**config.mk**
```make
export PLATFORM = sky130hd
export DESIGN_NAME = tile_fetch_agu
export DESIGN_NICKNAME = d
export VERILOG_FILES = /design/src/rtl/tile_fetch_agu_pkg.sv /design/src/rtl/tile_fetch_agu_walk_counter.sv /design/src/rtl/tile_fetch_agu.sv
export SDC_FILE = /design/constraint.sdc
export NUM_CORES = 1
export LEC_CHECK = 0
export ABC_AREA = 1
export CORE_UTILIZATION = 30
export DETAILED_ROUTE_END_ITERATION = 6
export SYNTH_ARGS = -nofsm -noshare
export SYNTH_HDL_FRONTEND = slang
export SYNTH_SLANG_ARGS = --single-unit
```
**constraint.sdc**
```tcl
create_clock -name clk -period 5.13 [get_ports clk]
set_input_delay 0.7695 -clock clk [delete_from_list [all_inputs] [get_ports clk]]
set_output_delay 0.7695 -clock clk [all_outputs]
set_load 0.05 [all_outputs]
```
**src/rtl/tile_fetch_agu_pkg.sv**
```systemverilog
// Shared definitions for the descriptor-driven tile fetch address generator.
// Holds the FSM state encoding and the standard buffer region base addresses.
package tile_fetch_agu_pkg;

    // FSM state encoding.
    localparam logic [1:0] ST_IDLE  = 2'd0;
    localparam logic [1:0] ST_ISSUE = 2'd1;
    localparam logic [1:0] ST_DONE  = 2'd2;

    // Standard region bases used by the arbiter to build descriptors.
    localparam logic [15:0] W_BASE   = 16'h0000;
    localparam logic [15:0] B_BASE   = 16'h0400;
    localparam logic [15:0] I_BASE   = 16'h0800;
    localparam logic [15:0] K_BASE   = 16'h0C00;
    localparam logic [15:0] V_BASE   = 16'h1000;
    localparam logic [15:0] KTQ_BASE = 16'h1400;
    localparam logic [15:0] SV_BASE  = 16'h1800;
    localparam logic [15:0] H_BASE   = 16'h1C00;
    localparam logic [15:0] FFN_BASE = 16'h2000;
    localparam logic [15:0] O_BASE   = 16'h3000;

endpackage

```
**src/rtl/tile_fetch_agu_walk_counter.sv**
```systemverilog
// Walk counter: row/column indices plus a row-base accumulator and last flag.
// Ports: init_i/init_base_i restart the walk, step_i advances one beat,
// c_o/row_base_o give the current position, last_o flags the final beat.
module agu_walk_counter #(
    parameter int ADDR_WIDTH = 16,
    parameter int DIM_WIDTH  = 10
) (
    input  logic                  clk,
    input  logic                  rst_n,
    input  logic                  init_i,
    input  logic [ADDR_WIDTH-1:0] init_base_i,
    input  logic [ADDR_WIDTH-1:0] base_i,
    input  logic [ADDR_WIDTH-1:0] stride_i,
    input  logic [DIM_WIDTH-1:0]  rows_i,
    input  logic [DIM_WIDTH-1:0]  cols_i,
    input  logic                  transpose_i,
    input  logic                  step_i,
    output logic [DIM_WIDTH-1:0]  c_o,
    output logic [ADDR_WIDTH-1:0] row_base_o,
    output logic                  last_o
);

    localparam logic [DIM_WIDTH-1:0] DIM_ONE = DIM_WIDTH'(1);

    logic [DIM_WIDTH-1:0]  r_q, r_d;
    logic [DIM_WIDTH-1:0]  c_q, c_d;
    logic [ADDR_WIDTH-1:0] rb_q, rb_d;
    logic                  r_last;
    logic                  c_last;

    assign r_last = (r_q == rows_i - DIM_ONE);
    assign c_last = (c_q == cols_i - DIM_ONE);

    always_comb begin
        r_d  = r_q;
        c_d  = c_q;
        rb_d = rb_q;
        if (init_i) begin
            r_d  = '0;
            c_d  = '0;
            rb_d = init_base_i;
        end else if (step_i) begin
            if (transpose_i) begin
                // Inner index is r; wrapping r rewinds the row base.
                if (r_last) begin
                    r_d  = '0;
                    c_d  = c_q + DIM_ONE;
                    rb_d = base_i;
                end else begin
                    r_d  = r_q + DIM_ONE;
                    rb_d = rb_q + stride_i;
                end
            end else begin
                if (c_last) begin
                    c_d  = '0;
                    r_d  = r_q + DIM_ONE;
                    rb_d = rb_q + stride_i;
                end else begin
                    c_d = c_q + DIM_ONE;
                end
            end
        end
    end

    always_ff @(posedge clk or negedge rst_n) begin
        if (!rst_n) begin
            r_q  <= '0;
            c_q  <= '0;
            rb_q <= '0;
        end else begin
            r_q  <= r_d;
            c_q  <= c_d;
            rb_q <= rb_d;
        end
    end

    assign c_o        = c_q;
    assign row_base_o = rb_q;
    assign last_o     = r_last && c_last;

endmodule

```
**src/rtl/tile_fetch_agu.sv**
```systemverilog
// Descriptor-driven BRAM read address generator for the arbiter fetch path.
// Ports: cmd_* descriptor handshake, bram_* address stream with backpressure,
// abort cancel, fetch_done pulse, busy and beat_count status.
module tile_fetch_agu
    import tile_fetch_agu_pkg::*;
#(
    parameter int ADDR_WIDTH   = 16,
    parameter int DIM_WIDTH    = 10,
    parameter int STRIDE_WIDTH = 16,
    parameter int BANK_OFFSET  = 32
) (
    input  logic                    clk,
    input  logic                    rst_n,
    input  logic                    cmd_valid,
    output logic                    cmd_ready,
    input  logic [ADDR_WIDTH-1:0]   cmd_base,
    input  logic [STRIDE_WIDTH-1:0] cmd_stride,
    input  logic [DIM_WIDTH-1:0]    cmd_rows,
    input  logic [DIM_WIDTH-1:0]    cmd_cols,
    input  logic                    cmd_transpose,
    input  logic                    cmd_bank,
    input  logic                    abort,
    output logic [ADDR_WIDTH-1:0]   bram_addr,
    output logic                    bram_en,
    input  logic                    bram_ready,
    output logic                    fetch_done,
    output logic                    busy,
    output logic [2*DIM_WIDTH-1:0]  beat_count
);

    localparam int BW = 2 * DIM_WIDTH;
    localparam logic [BW-1:0] BEAT_ONE = BW'(1);
    localparam logic [ADDR_WIDTH-1:0] BANK_OFS = ADDR_WIDTH'(BANK_OFFSET);

    logic [1:0]            state_q, state_d;
    logic [ADDR_WIDTH-1:0] base_q, base_d;
    logic [ADDR_WIDTH-1:0] stride_q, stride_d;
    logic [DIM_WIDTH-1:0]  rows_q, rows_d;
    logic [DIM_WIDTH-1:0]  cols_q, cols_d;
    logic                  tr_q, tr_d;
    logic [BW-1:0]         beat_q, beat_d;

    logic                  accept;
    logic                  step;
    logic                  last;
    logic [ADDR_WIDTH-1:0] eff_base;
    logic [ADDR_WIDTH-1:0] row_base;
    logic [DIM_WIDTH-1:0]  col;

    assign eff_base = cmd_base + (cmd_bank ? BANK_OFS : '0);
    assign accept   = (state_q == ST_IDLE) && cmd_valid;
    // An aborted cycle never advances the walk.
    assign step     = (state_q == ST_ISSUE) && bram_ready && !abort;

    agu_walk_counter #(
        .ADDR_WIDTH (ADDR_WIDTH),
        .DIM_WIDTH  (DIM_WIDTH)
    ) u_walk (
        .clk         (clk),
        .rst_n       (rst_n),
        .init_i      (accept),
        .init_base_i (eff_base),
        .base_i      (base_q),
        .stride_i    (stride_q),
        .rows_i      (rows_q),
        .cols_i      (cols_q),
        .transpose_i (tr_q),
        .step_i      (step),
        .c_o         (col),
        .row_base_o  (row_base),
        .last_o      (last)
    );

    always_comb begin
        state_d  = state_q;
        base_d   = base_q;
        stride_d = stride_q;
        rows_d   = rows_q;
        cols_d   = cols_q;
        tr_d     = tr_q;
        beat_d   = beat_q;
        unique case (state_q)
            ST_IDLE: begin
                if (cmd_valid) begin
                    base_d   = eff_base;
                    stride_d = ADDR_WIDTH'(cmd_stride);
                    rows_d   = cmd_rows;
                    cols_d   = cmd_cols;
                    tr_d     = cmd_transpose;
                    beat_d   = '0;
                    if (cmd_rows == '0 || cmd_cols == '0) begin
                        state_d = ST_DONE;
                    end else begin
                        state_d = ST_ISSUE;
                    end
                end
            end
            ST_ISSUE: begin
                if (abort) begin
                    state_d = ST_IDLE;
                end else if (step) begin
                    beat_d = beat_q + BEAT_ONE;
                    if (last) begin
                        state_d = ST_DONE;
                    end
                end
            end
            ST_DONE: begin
                state_d = ST_IDLE;
            end
            default: begin
                state_d = ST_IDLE;
            end
        endcase
        // Cancelled descriptors are dropped so nothing stale survives.
        if (abort && state_q != ST_IDLE) begin
            base_d   = '0;
            stride_d = '0;
            rows_d   = '0;
            cols_d   = '0;
            tr_d     = 1'b0;
        end
    end

    always_ff @(posedge clk or negedge rst_n) begin
        if (!rst_n) begin
            state_q  <= ST_IDLE;
            base_q   <= '0;
            stride_q <= '0;
            rows_q   <= '0;
            cols_q   <= '0;
            tr_q     <= 1'b0;
            beat_q   <= '0;
        end else begin
            state_q  <= state_d;
            base_q   <= base_d;
            stride_q <= stride_d;
            rows_q   <= rows_d;
            cols_q   <= cols_d;
            tr_q     <= tr_d;
            beat_q   <= beat_d;
        end
    end

    assign cmd_ready  = (state_q == ST_IDLE);
    assign bram_en    = (state_q == ST_ISSUE);
    assign bram_addr  = bram_en ? row_base + ADDR_WIDTH'(col) : '0;
    // Abort in DONE suppresses the completion pulse.
    assign fetch_done = (state_q == ST_DONE) && !abort;
    assign busy       = (state_q != ST_IDLE);
    assign beat_count = beat_q;

endmodule

```
==> metrics.md <==
| Metric | Value |
|---|---|
| Switching Fraction | `0.524` |
| Layout Nets | `1319` |
| H-tree Lvls | `3` |
| WS Path Type | `reg2out` |
| Relative slew slack | `0.401` |
| Status | `complete, no violations` |
| I/O pin cnt | `just under 100` |
| Fin area | `9480 µm²` |
| Worst Setup Start Kind | `register` |
| Count of final hold-check violations | `0` |
| Placer Congestion | `0.873` |
| Post-synth EDFFs | `0` |
| # DRC | `0` |
| CTS tree | `built` |
| Most common cell in the netlist | `nand2_1` |
| Number of routed nets with antenna violations | `0` |
| Core region area | `25500 µm²` |
| Worst Path Required | `4.36 ns` |
| Setup bufs post-CTS | `0` |
| Number of max-cap violations | `0` |
| Largest net degree at the start of global routing | `between 50 and 60` |
| Worst Max-Slew Pin Slew | `0.896 ns` |
| Global-route wire length before repair | `38.0 mm` |
| Detailed Routing Iterations Pass 1 | `5` |
| VDD IR max | `approximately 350 µV` |
| Initial antenna violation count | `1` |
| Register area share after synthesis | `0.352` |
| Setup ws final | `approximately 1.1 ns` |
| Max Clock Skew | `roughly 0.012 ns` |
| Share of cells above drive strength 1 | `0.0512` |
| Logic pwr share | `0.601` |
| Vias in the first global route | `7276` |
| Syn Nets | `1233` |
| Post-Route WL | `23.3 mm` |
| Die Y | `164 µm` |
| Synth cell count leaders | `nand2_1 (278), inv_1 (146), nor2_1 (141)` |
| Dpl cells | `roughly 1.5k` |
| Top cells by area, synth | `dfrtp_1 (35%), nand2_1 (13%), inv_1 (7.0%)` |
| Via Count | `around 7.6k` |
| Smallest hold slack | `around 0.46 ns` |
| #FFs+latches synth | `between 100 and 150` |
| Internal | `2.66 mW` |
| Pins Over Slew Limit | `0` |
| Gr ovfl total | `0` |
| Setup crit start | `u_walk.c_o[2]` |
| Worst Path Max Fanout | `6` |
| Critical path arrival | `approximately 3.2 ns` |
| Syn_area_per_cell | `6.91 µm²` |
| Root cell of the clock tree | `clkbuf_16` |
| Number of clock buffers inserted by TritonCTS | `9` |
| PortBufs | `98` |
| Clock power frac | `0.130` |
| Post-Syn Instances | `1140` |
| Synthesized area | `~7900 µm²` |
| Clk Latency, worst-skew pair | `between 0.3 and 0.4 ns` |
| 1st-iter DRT viols | `around 450` |
| Gr usage total | `0.182` |
| Tmin final | `between 4 and 5 ns` |
| RSZ-0062 raised after global routing | `false` |
| Ys flop type | `dfrtp_1` |
| Final setup viols | `0` |
| Max Buffers Root-to-Sink | `2` |
| WL/cell | `14.9 µm` |
| P_leak | `4.53 nW` |
| Min-delay worst type | `in2async` |
| Worst-path clk slew | `0.09 ns` |
| Sw power | `2.93 mW` |
| Power density over the cells | `589 nW/µm²` |
| Max frequency | `249 MHz` |
| Area Growth Syn to Fin | `20.3%` |
| R2r startpoint | `state_q[1]` |
| Die width | `~160 µm` |
| Post-synth cell types | `49` |
| Period utilization | `0.781` |
| Post_cts resized | `0` |
| Post-synth top area cell | `dfrtp_1` |
| Non-Filler Instances | `between 1.5k and 2k` |
| Placement Setup Slack | `1.48 ns` |
| Synth warn | `0` |
| Area of placed instances | `9180 µm²` |
| Synth top area share | `0.352` |
| Die ar. | `26900 µm²` |
| Hold_buf cts | `0` |
| Starting density of the core | `0.309` |
| Sink Count | `roughly 110` |
| Crit end category | `output pin` |
| HPWL Detailed | `17.6 mm` |
| Row cnt | `58` |
| Vias per std cell | `4.87` |
| Seq pwr share | `0.269` |
| Synth async-reset ratio | `1.00` |
| Final setup TNS | `0 ns` |
critical path, stage by stage, from the launching register on:
cell,delay [ns]
dfrtp_1,0.46
ha_1,0.37
a21oi_1,0.16
nand2_1,0.12
nand2_1,0.08
nand2_1,0.05
a21oi_1,0.19
o21ai_0,0.16
a21oi_1,0.20
o21ai_0,0.10
nor2_1,0.17
clkdlybuf4s50_1,0.82
metal layers:
metal | GRT usage | vias up | share of wire
met1 | 0.253 | 3509 | 0.48
met2 | 0.287 | 200 | 0.45
li1 | - | 3877 | -
met5 | 0 | - | 0
met3 | 0.0338 | 23 | 0.058
met4 | 0.0467 | 0 | 0.014
placed cells by master (no fill, tap or decap), drive strengths merged, types with 2 or more instances in the layout:
master         synthesis  routed
buf                   18       8
clkdlybuf4s50          0      97
nor3                  21      21
and3                   4       4
xor2                  24      24
a21o                   4       4
clkinvlp               0       2
clkbuf                12       9
o21a                   3       3
dfrtp                111     111
nor3b                  4       4
a31oi                  2       2
fa                     2       2
xnor2                  9       9
nor2                 152     152
a21oi                 73      73
nand3b                 5       5
o22ai                  8       8
inv                  151     157
ha                    32      32
nor4                  10      10
o31ai                  2       2
nand2                287     287
o21ai                 79      79
diode                  0       2
nand3                 92      92
nand4                 26      26
through the flow:
stage | util | total power [mW]
floorplan | - | 3.95
finish | 0.372 | 5.59
detailed placement | 0.360 | 4.86
global route | 0.372 | 6.12
global placement | 0.360 | 4.85
CTS | 0.372 | 5.62
path summary, 6_finish.rpt:
kind | to | cells after the start | slack, ns
max | bram_addr[9] | 11 | 1.12
min | stride_q[2] | 1 | 0.46
max reg2reg | u_walk.r_q[0] | 7 | 2.09
min reg2reg | base_q[4] | 2 | 0.53
max in group asynchronous | cols_q[9] | 2 | 3.71
min in group clk | base_q[4] | 2 | 0.53
registers in the layout (all words and copies together) (netlist names):
signal,cells
base_q,16
beat_count,20
cols_q,10
rows_q,10
state_q,2
stride_q,16
tr_q,1
u_walk.c_o,10
u_walk.r_q,10
u_walk.row_base_o,16
power by group through the flow:
| stage | logic [mW] | clock network [mW] | registers [mW] |
|---|---|---|---|
| 6_report | 3.36 | 0.728 | 1.50 |
| 3_5_place_dp | 3.35 | 0 | 1.52 |
| 4_1_cts | 3.37 | 0.750 | 1.50 |
| 3_3_place_gp | 3.33 | 0 | 1.51 |
| 2_1_floorplan | 2.55 | 0 | 1.40 |
| 5_1_grt | 3.79 | 0.779 | 1.54 |
cell type report:
cell class,count,area [µm²]
clock inverter,7,71.3
fill,2647,16000
tap,330,413
antenna,2,5.00
multi-input combinational,847,4390
clock buffer,9,225
inverter,152,571
timing repair buffer,105,1030
sequential,111,2780
cell families (layout without fill, tap and decap cells):
family / Yosys count / in the layout / share of synthesized area
and+or+nand+nor: 602 / 602 / 0.342
buffers and inverters: 182 / 273 / 0.0913
AOI/OAI and AO/OA: 178 / 178 / 0.121
DFF: 111 / 111 / 0.352
adders and majority gates: 34 / 34 / 0.0559
xor gates and xnor gates: 33 / 33 / 0.0367
other: 0 / 2 / 0
(Power assumes the default switching activity.)
